**config.mk**
```make
export PLATFORM = sky130hd
export DESIGN_NAME = wb_stage
export DESIGN_NICKNAME = d
export VERILOG_FILES = /design/src/rtl/wb_pkg.sv /design/src/rtl/wb_stage_load_ext.sv /design/src/rtl/wb_stage.sv
export SDC_FILE = /design/constraint.sdc
export NUM_CORES = 1
export LEC_CHECK = 0
export ABC_CLOCK_PERIOD_IN_PS = 6500
export CAP_MARGIN = 15
export CORE_UTILIZATION = 55
export CTS_CLUSTER_SIZE = 40
export DETAILED_ROUTE_END_ITERATION = 8
export DONT_BUFFER_PORTS = 1
export PLACE_DENSITY = 0.74
export SYNTH_ARGS = -nofsm -noshare
export SYNTH_HDL_FRONTEND = slang
export SYNTH_SLANG_ARGS = --single-unit
```
**constraint.sdc**
```tcl
create_clock -name clk -period 6.5 [get_ports clk]
set_clock_uncertainty 0.1 [all_clocks]
set_input_delay 0 -clock clk [delete_from_list [all_inputs] [get_ports clk]]
set_output_delay 0 -clock clk [all_outputs]
set_load 0.02 [all_outputs]
```
**src/rtl/wb_pkg.sv**
```systemverilog
// wb_pkg: shared encodings, state type and default exit code for the writeback stage.
package wb_pkg;
  localparam logic [1:0] SEL_ALU  = 2'b00;
  localparam logic [1:0] SEL_LOAD = 2'b01;
  localparam logic [1:0] SEL_LINK = 2'b10;
  localparam logic [1:0] LD_WORD  = 2'b00;
  localparam logic [1:0] LD_HALF  = 2'b01;
  localparam logic [1:0] LD_BYTE  = 2'b10;
  typedef logic state_t;
  localparam state_t RUN  = 1'b0;
  localparam state_t HALT = 1'b1;
  localparam logic [31:0] DEF_EXIT_CODE = 32'd10;
endpackage

```
**src/rtl/wb_stage_load_ext.sv**
```systemverilog
// load_ext: little-endian sub-word load extraction with optional zero-extension.
module load_ext
  import wb_pkg::*;
(
  input  logic [31:0] mem,
  input  logic [1:0]  ldsz,
  input  logic        ldu,
  input  logic [1:0]  lo,
  output logic [31:0] data
);
  logic [7:0]  b;
  logic [15:0] h;
  always_comb begin
    b    = mem[{lo, 3'b000} +: 8];
    h    = lo[1] ? mem[31:16] : mem[15:0];
    data = ldsz == LD_BYTE ? {{24{b[7] & ~ldu}}, b} :
           ldsz == LD_HALF ? {{16{h[15] & ~ldu}}, h} : mem;
  end
endmodule

```
**src/rtl/wb_stage.sv**
```systemverilog
// wb_stage: MEM/WB register, single-shot register write, retire counter and syscall halt.
// Define WB_SUBWORD_LOAD_EN to enable byte/half load extraction.
module wb_stage
  import wb_pkg::*;
#(
  parameter logic [31:0] EXIT_CODE = DEF_EXIT_CODE
) (
  input  logic        clk,
  input  logic        asy_rst,
  input  logic        in_valid,
  input  logic        stall,
  input  logic        flush,
  input  logic [4:0]  in_rd,
  input  logic        in_we,
  input  logic [1:0]  in_sel,
  input  logic [31:0] in_alu,
  input  logic [31:0] in_mem,
  input  logic [31:0] in_pc,
  input  logic [1:0]  in_ldsz,
  input  logic        in_ldu,
  input  logic [1:0]  in_addr_lo,
  input  logic        in_syscall,
  input  logic [31:0] in_v0,
  output logic [4:0]  write_reg,
  output logic [31:0] write_data,
  output logic        we,
  output logic        fwd_valid,
  output logic [31:0] retired,
  output logic        halt
);
  logic        valid, done, e_we, e_sys;
  logic [4:0]  e_rd;
  logic [1:0]  e_sel;
  logic [31:0] e_alu, e_mem, e_pc, e_v0, ld_data;
  state_t      state;
  logic        act, run;
  assign run = state == RUN;
  assign act = valid & ~done;
  always_ff @(posedge clk or posedge asy_rst) begin
    if (asy_rst) begin
      valid   <= 1'b0;
      done    <= 1'b0;
      e_rd    <= '0;
      e_we    <= 1'b0;
      e_sel   <= '0;
      e_alu   <= '0;
      e_mem   <= '0;
      e_pc    <= '0;
      e_sys   <= 1'b0;
      e_v0    <= '0;
      state   <= RUN;
      retired <= '0;
    end else begin
      if (flush) begin
        valid <= 1'b0;
        done  <= 1'b0;
      end else if (!stall) begin
        valid <= in_valid;
        done  <= 1'b0;
        e_rd  <= in_rd;
        e_we  <= in_we;
        e_sel <= in_sel;
        e_alu <= in_alu;
        e_mem <= in_mem;
        e_pc  <= in_pc;
        e_sys <= in_syscall;
        e_v0  <= in_v0;
      end else if (act) begin
        done <= 1'b1;
      end
      if (act & run) retired <= retired + 32'd1;
      if (act & run & e_sys & (e_v0 == EXIT_CODE)) state <= HALT;
    end
  end
`ifdef WB_SUBWORD_LOAD_EN
  logic [1:0] e_ldsz, e_lo;
  logic       e_ldu;
  always_ff @(posedge clk or posedge asy_rst) begin
    if (asy_rst) begin
      e_ldsz <= '0;
      e_lo   <= '0;
      e_ldu  <= 1'b0;
    end else if (!flush && !stall) begin
      e_ldsz <= in_ldsz;
      e_lo   <= in_addr_lo;
      e_ldu  <= in_ldu;
    end
  end
  load_ext u_load_ext (
    .mem  (e_mem),
    .ldsz (e_ldsz),
    .ldu  (e_ldu),
    .lo   (e_lo),
    .data (ld_data)
  );
`else
  logic unused_ld;
  assign unused_ld = ^{in_ldsz, in_ldu, in_addr_lo};
  assign ld_data   = e_mem;
`endif
  assign we         = act & e_we & (e_rd != 5'd0) & run;
  assign fwd_valid  = we;
  assign write_reg  = valid ? e_rd : 5'd0;
  assign write_data = e_sel == SEL_LINK ? e_pc + 32'd8 : e_sel == SEL_LOAD ? ld_data : e_alu;
  assign halt       = state == HALT;
endmodule

```
==> metrics.txt <==
# TYPE chip_impl_metric gauge
chip_impl_metric{name="clock_latency_reported_for_the_late_side_of_the_worst_skew_pair",unit="ns"} 0.43
chip_impl_metric{name="power.leakage",unit="nW"} 4.13
chip_impl_metric{name="hold_violations",unit=""} 0
chip_impl_info{name="post-synth-top-area-cell",value="sky130_fd_sc_hd__dfrtp_1"} 1
chip_impl_metric{name="final.period_utilization",unit=""} 0.536
chip_impl_info{name="setup.worst_path.class",value="reg -> out"} 1
chip_impl_metric{name="core-area",unit="sq um"} 13900
chip_impl_metric{name="syn_nets",unit=""} 771
chip_impl_metric{name="synth.ff_latch_count",unit=""} 172
chip_impl_info{name="critical-path-slowest-cell",value="sky130_fd_sc_hd__nand2_1"} 1
chip_impl_metric{name="port_buffers",unit=""} 0
chip_impl_metric{name="wire_per_inst",unit="um"} 20.4
chip_impl_info{name="status",value="finished clean"} 1
chip_impl_metric{name="cts-htree-levels",unit=""} 4
chip_impl_metric{name="io_pins",unit=""} 219
chip_impl_info{name="mostFrequentLayoutCells",value="sky130_fd_sc_hd__dfrtp_1, sky130_fd_sc_hd__dlygate4sd3_1, sky130_fd_sc_hd__mux2_2, sky130_fd_sc_hd__nand2_1, sky130_fd_sc_hd__xnor2_1"} 1
chip_impl_metric{name="largest_net_degree_at_the_start_of_global_routing",unit=""} 88
chip_impl_metric{name="fin_setup_tns",unit="ns"} 0
chip_impl_metric{name="netlist-cell-type-count",unit=""} 52
chip_impl_metric{name="finalSetupViolations",unit=""} 0
chip_impl_info{name="dominant_delay_contributor_by_cell_family_on_the_critical_path",value="simple AND/OR/NAND/NOR gates"} 1
chip_impl_metric{name="critical_path.n_buffers_inverters",unit=""} 0
chip_impl_metric{name="cts.clk_slew.worst_paths",unit="ns"} 0.06
chip_impl_metric{name="std_cell_rows",unit=""} 43
chip_impl_metric{name="design_power_total",unit="mW"} 2.94
chip_impl_metric{name="num-nets-final",unit=""} 909
chip_impl_metric{name="areaGrowthSynthToFinish",unit="%"} 27.9
chip_impl_metric{name="timing.critical_path.arrival",unit="ns"} 3.38
chip_impl_info{name="cp_cell_sequence",value="nand2b_1 -> nand2_1 -> o22ai_1 -> a21oi_1 -> a311o_1"} 1
chip_impl_metric{name="start_util",unit=""} 0.565
chip_impl_metric{name="synth_edf_count",unit=""} 0
chip_impl_metric{name="die_area",unit="sq um"} 14700
chip_impl_metric{name="grt_remaining_overflow",unit=""} 0
chip_impl_info{name="critPathLaunchType",value="flop"} 1
chip_impl_info{name="netlist_top_cells_area",value="sky130_fd_sc_hd__dfrtp_1, sky130_fd_sc_hd__mux2_2, sky130_fd_sc_hd__xnor2_1"} 1
chip_impl_metric{name="drtPass1Iterations",unit=""} 5
chip_impl_metric{name="cts_hold_buffers",unit=""} 141
chip_impl_metric{name="yosysSeqAreaShare",unit=""} 0.549
chip_impl_metric{name="ys.warnings.count",unit=""} 0
chip_impl_metric{name="grt_util_all_layers",unit=""} 0.278
chip_impl_metric{name="synth_top_area_frac",unit=""} 0.549
chip_impl_metric{name="fmaxAchievable",unit="MHz"} 287
chip_impl_metric{name="first_global_vias",unit=""} 6105
chip_impl_metric{name="timing.slew.headroom",unit=""} 0.299
chip_impl_metric{name="drc_violations_left",unit=""} 0
chip_impl_metric{name="wire_length_of_the_first_global_routing_pass",unit="mm"} 31.0
chip_impl_metric{name="cell_count_after_synthesis",unit=""} 622
chip_impl_metric{name="r2r_slack",unit="ns"} 4.33
chip_impl_metric{name="async_sr_flop_fraction",unit=""} 1.00
chip_impl_metric{name="drt.antenna.violating_nets",unit=""} 0
chip_impl_metric{name="cts_sinks",unit=""} 172
chip_impl_metric{name="max_slew.worst_pin.slew",unit="ns"} 1.05
chip_impl_metric{name="cts_max_path_buffers",unit=""} 2
chip_impl_metric{name="drt_first_iter_violations",unit=""} 354
chip_impl_metric{name="synth_area_per_cell",unit="sq um"} 12.6
chip_impl_info{name="cts_root_buf",value="sky130_fd_sc_hd__clkbuf_16"} 1
chip_impl_metric{name="vias",unit=""} 5564
chip_impl_metric{name="cp_slowest_stage_delay",unit="ns"} 0.81
chip_impl_metric{name="stdcell_count",unit=""} 955
chip_impl_metric{name="via_per_inst",unit=""} 5.83
chip_impl_metric{name="powerDensity",unit="nW/um^2"} 293
chip_impl_info{name="setup_repair_after_global_routing_missed_its_margin",value="no"} 1
chip_impl_info{name="dominantRegCellSynth",value="sky130_fd_sc_hd__dfrtp_1"} 1
chip_impl_metric{name="detailed_place_hpwl",unit="mm"} 12.0
chip_impl_info{name="timing.hold.worst.class",value="in -> async"} 1
chip_impl_info{name="cts_tree",value="done"} 1
chip_impl_metric{name="post_route_cells_drive_above_1_share",unit=""} 0.252
chip_impl_metric{name="critical_path.max_fanout",unit=""} 25
chip_impl_info{name="cp-end-kind",value="primary output"} 1
chip_impl_metric{name="fillCellCount",unit=""} 902
chip_impl_metric{name="die_h",unit="um"} 121
chip_impl_metric{name="die_x",unit="um"} 121
chip_impl_metric{name="grt_antenna_before_repair",unit=""} 1
chip_impl_metric{name="mappedNetlistArea",unit="sq um"} 7840
chip_impl_metric{name="tritoncts_buffer_count",unit=""} 17
chip_impl_metric{name="placed_cells",unit=""} 779
chip_impl_metric{name="drt-total-wl",unit="mm"} 19.5
chip_impl_metric{name="smallest_hold_slack",unit="ns"} 0.0843
chip_impl_metric{name="routabilityCongestion",unit=""} 0.835
chip_impl_metric{name="cts_resized",unit=""} 0
chip_impl_info{name="layout_commonest_cell",value="sky130_fd_sc_hd__dfrtp_1"} 1
chip_impl_metric{name="drv_slew",unit=""} 0
chip_impl_metric{name="power.ir.vdd_worst",unit="V"} 0.000208
chip_impl_metric{name="post-route-min-period",unit="ns"} 3.48
chip_impl_metric{name="post-cts-setup-buffers",unit=""} 0
chip_impl_metric{name="critical_path_required",unit="ns"} 6.40
chip_impl_metric{name="number_of_violations_of_the_max_capacitance_limit",unit=""} 0
==> metal layers <==
| layer | routed length (um) | global-route usage |
|---|---|---|
| met1 | 7660 | 0.336 |
| met2 | 10100 | 0.465 |
| met3 | 1170 | 0.0667 |
| met4 | 548 | 0.137 |
| met5 | 0 | 0 |
==> path summary, 6_finish.rpt <==
kind                                          from                 endpoint  cells after the start
max                           e_sel[0]$_DFFE_PP0P_           write_data[25]                      5
min                                        asy_rst     e_pc[15]$_DFFE_PP0P_                      2
max reg2reg                retired[15]$_DFFE_PP0N_  retired[31]$_DFFE_PP0N_                      5
min reg2reg                    e_v0[1]$_DFFE_PP0P_      e_v0[1]$_DFFE_PP0P_                      1
max in group asynchronous                  asy_rst      e_pc[9]$_DFFE_PP0P_                      4
min in group clk                             flush         done$_DFFE_PP0P_                      2
==> kinds of logic after synthesis <==
kind of cell    Yosys count  synth area share
flops                   172             0.549
simple gates            156             0.115
mux                     142             0.203
compound gates           63            0.0507
xor+xnor                 53            0.0601
buf+inv                  34            0.0193
fa+ha+maj                 2           0.00319
==> per-stage QoR <==
stage	utilization	instance area, sq um	worst slack, ns
2_1_floorplan	-	7840	1.74
3_3_place_gp	0.576	7990	3.47
3_5_place_dp	0.576	7990	3.41
4_1_cts	0.720	10000	2.93
5_1_grt	0.723	10000	2.81
6_report	0.723	10000	3.02
==> Yosys cell counts (3+ instances only) <==
library cell               count
sky130_fd_sc_hd__dfrtp_1     172
sky130_fd_sc_hd__mux2_2      136
sky130_fd_sc_hd__nand2_1      35
sky130_fd_sc_hd__xnor2_1      34
sky130_fd_sc_hd__nor2_1       33
sky130_fd_sc_hd__o22ai_1      21
sky130_fd_sc_hd__nand3_1      20
sky130_fd_sc_hd__a21oi_1      18
sky130_fd_sc_hd__xor2_1       18
sky130_fd_sc_hd__buf_2        16
sky130_fd_sc_hd__nand4_1      15
sky130_fd_sc_hd__o21ai_0       8
sky130_fd_sc_hd__clkbuf_1      7
sky130_fd_sc_hd__nor4_1        7
sky130_fd_sc_hd__and2_1        6
sky130_fd_sc_hd__inv_1         6
sky130_fd_sc_hd__mux2i_1       6
sky130_fd_sc_hd__nor3_1        6
sky130_fd_sc_hd__and3_1        4
sky130_fd_sc_hd__buf_1         4
sky130_fd_sc_hd__nor3_2        4
sky130_fd_sc_hd__o221ai_1      4
sky130_fd_sc_hd__a22oi_1       3
sky130_fd_sc_hd__and4_1        3
sky130_fd_sc_hd__nand2b_1      3
sky130_fd_sc_hd__or3_1         3
==> sequential cells by signal (all words and copies together), names as in the netlist <==
name,flops
valid,1
e_mem,32
halt,1
e_rd,5
e_we,1
e_v0,32
retired,32
done,1
e_pc,32
e_sel,2
e_sys,1
e_alu,32
==> where the power goes <==
part	total (mW)	internal [mW]	switching, mW
registers	1.36	1.21	0.147
clock network	1.03	0.584	0.445
logic	0.554	0.251	0.303
total	2.94	2.05	0.895
==> area by class of cell <==
type                    instances  area (sq um)  share of cell area
repair buffers                147          1480               0.147
multi-input cells             416          3400               0.339
diodes                          2          5.00            0.000499
flip-flops and latches        172          4300               0.429
well taps                     180           225              0.0224
clock buffers                  18           439              0.0438
inverters                       6          27.5             0.00274
clock inverters                14           158              0.0157
Note: power is estimated with default switching activity, not from simulation.
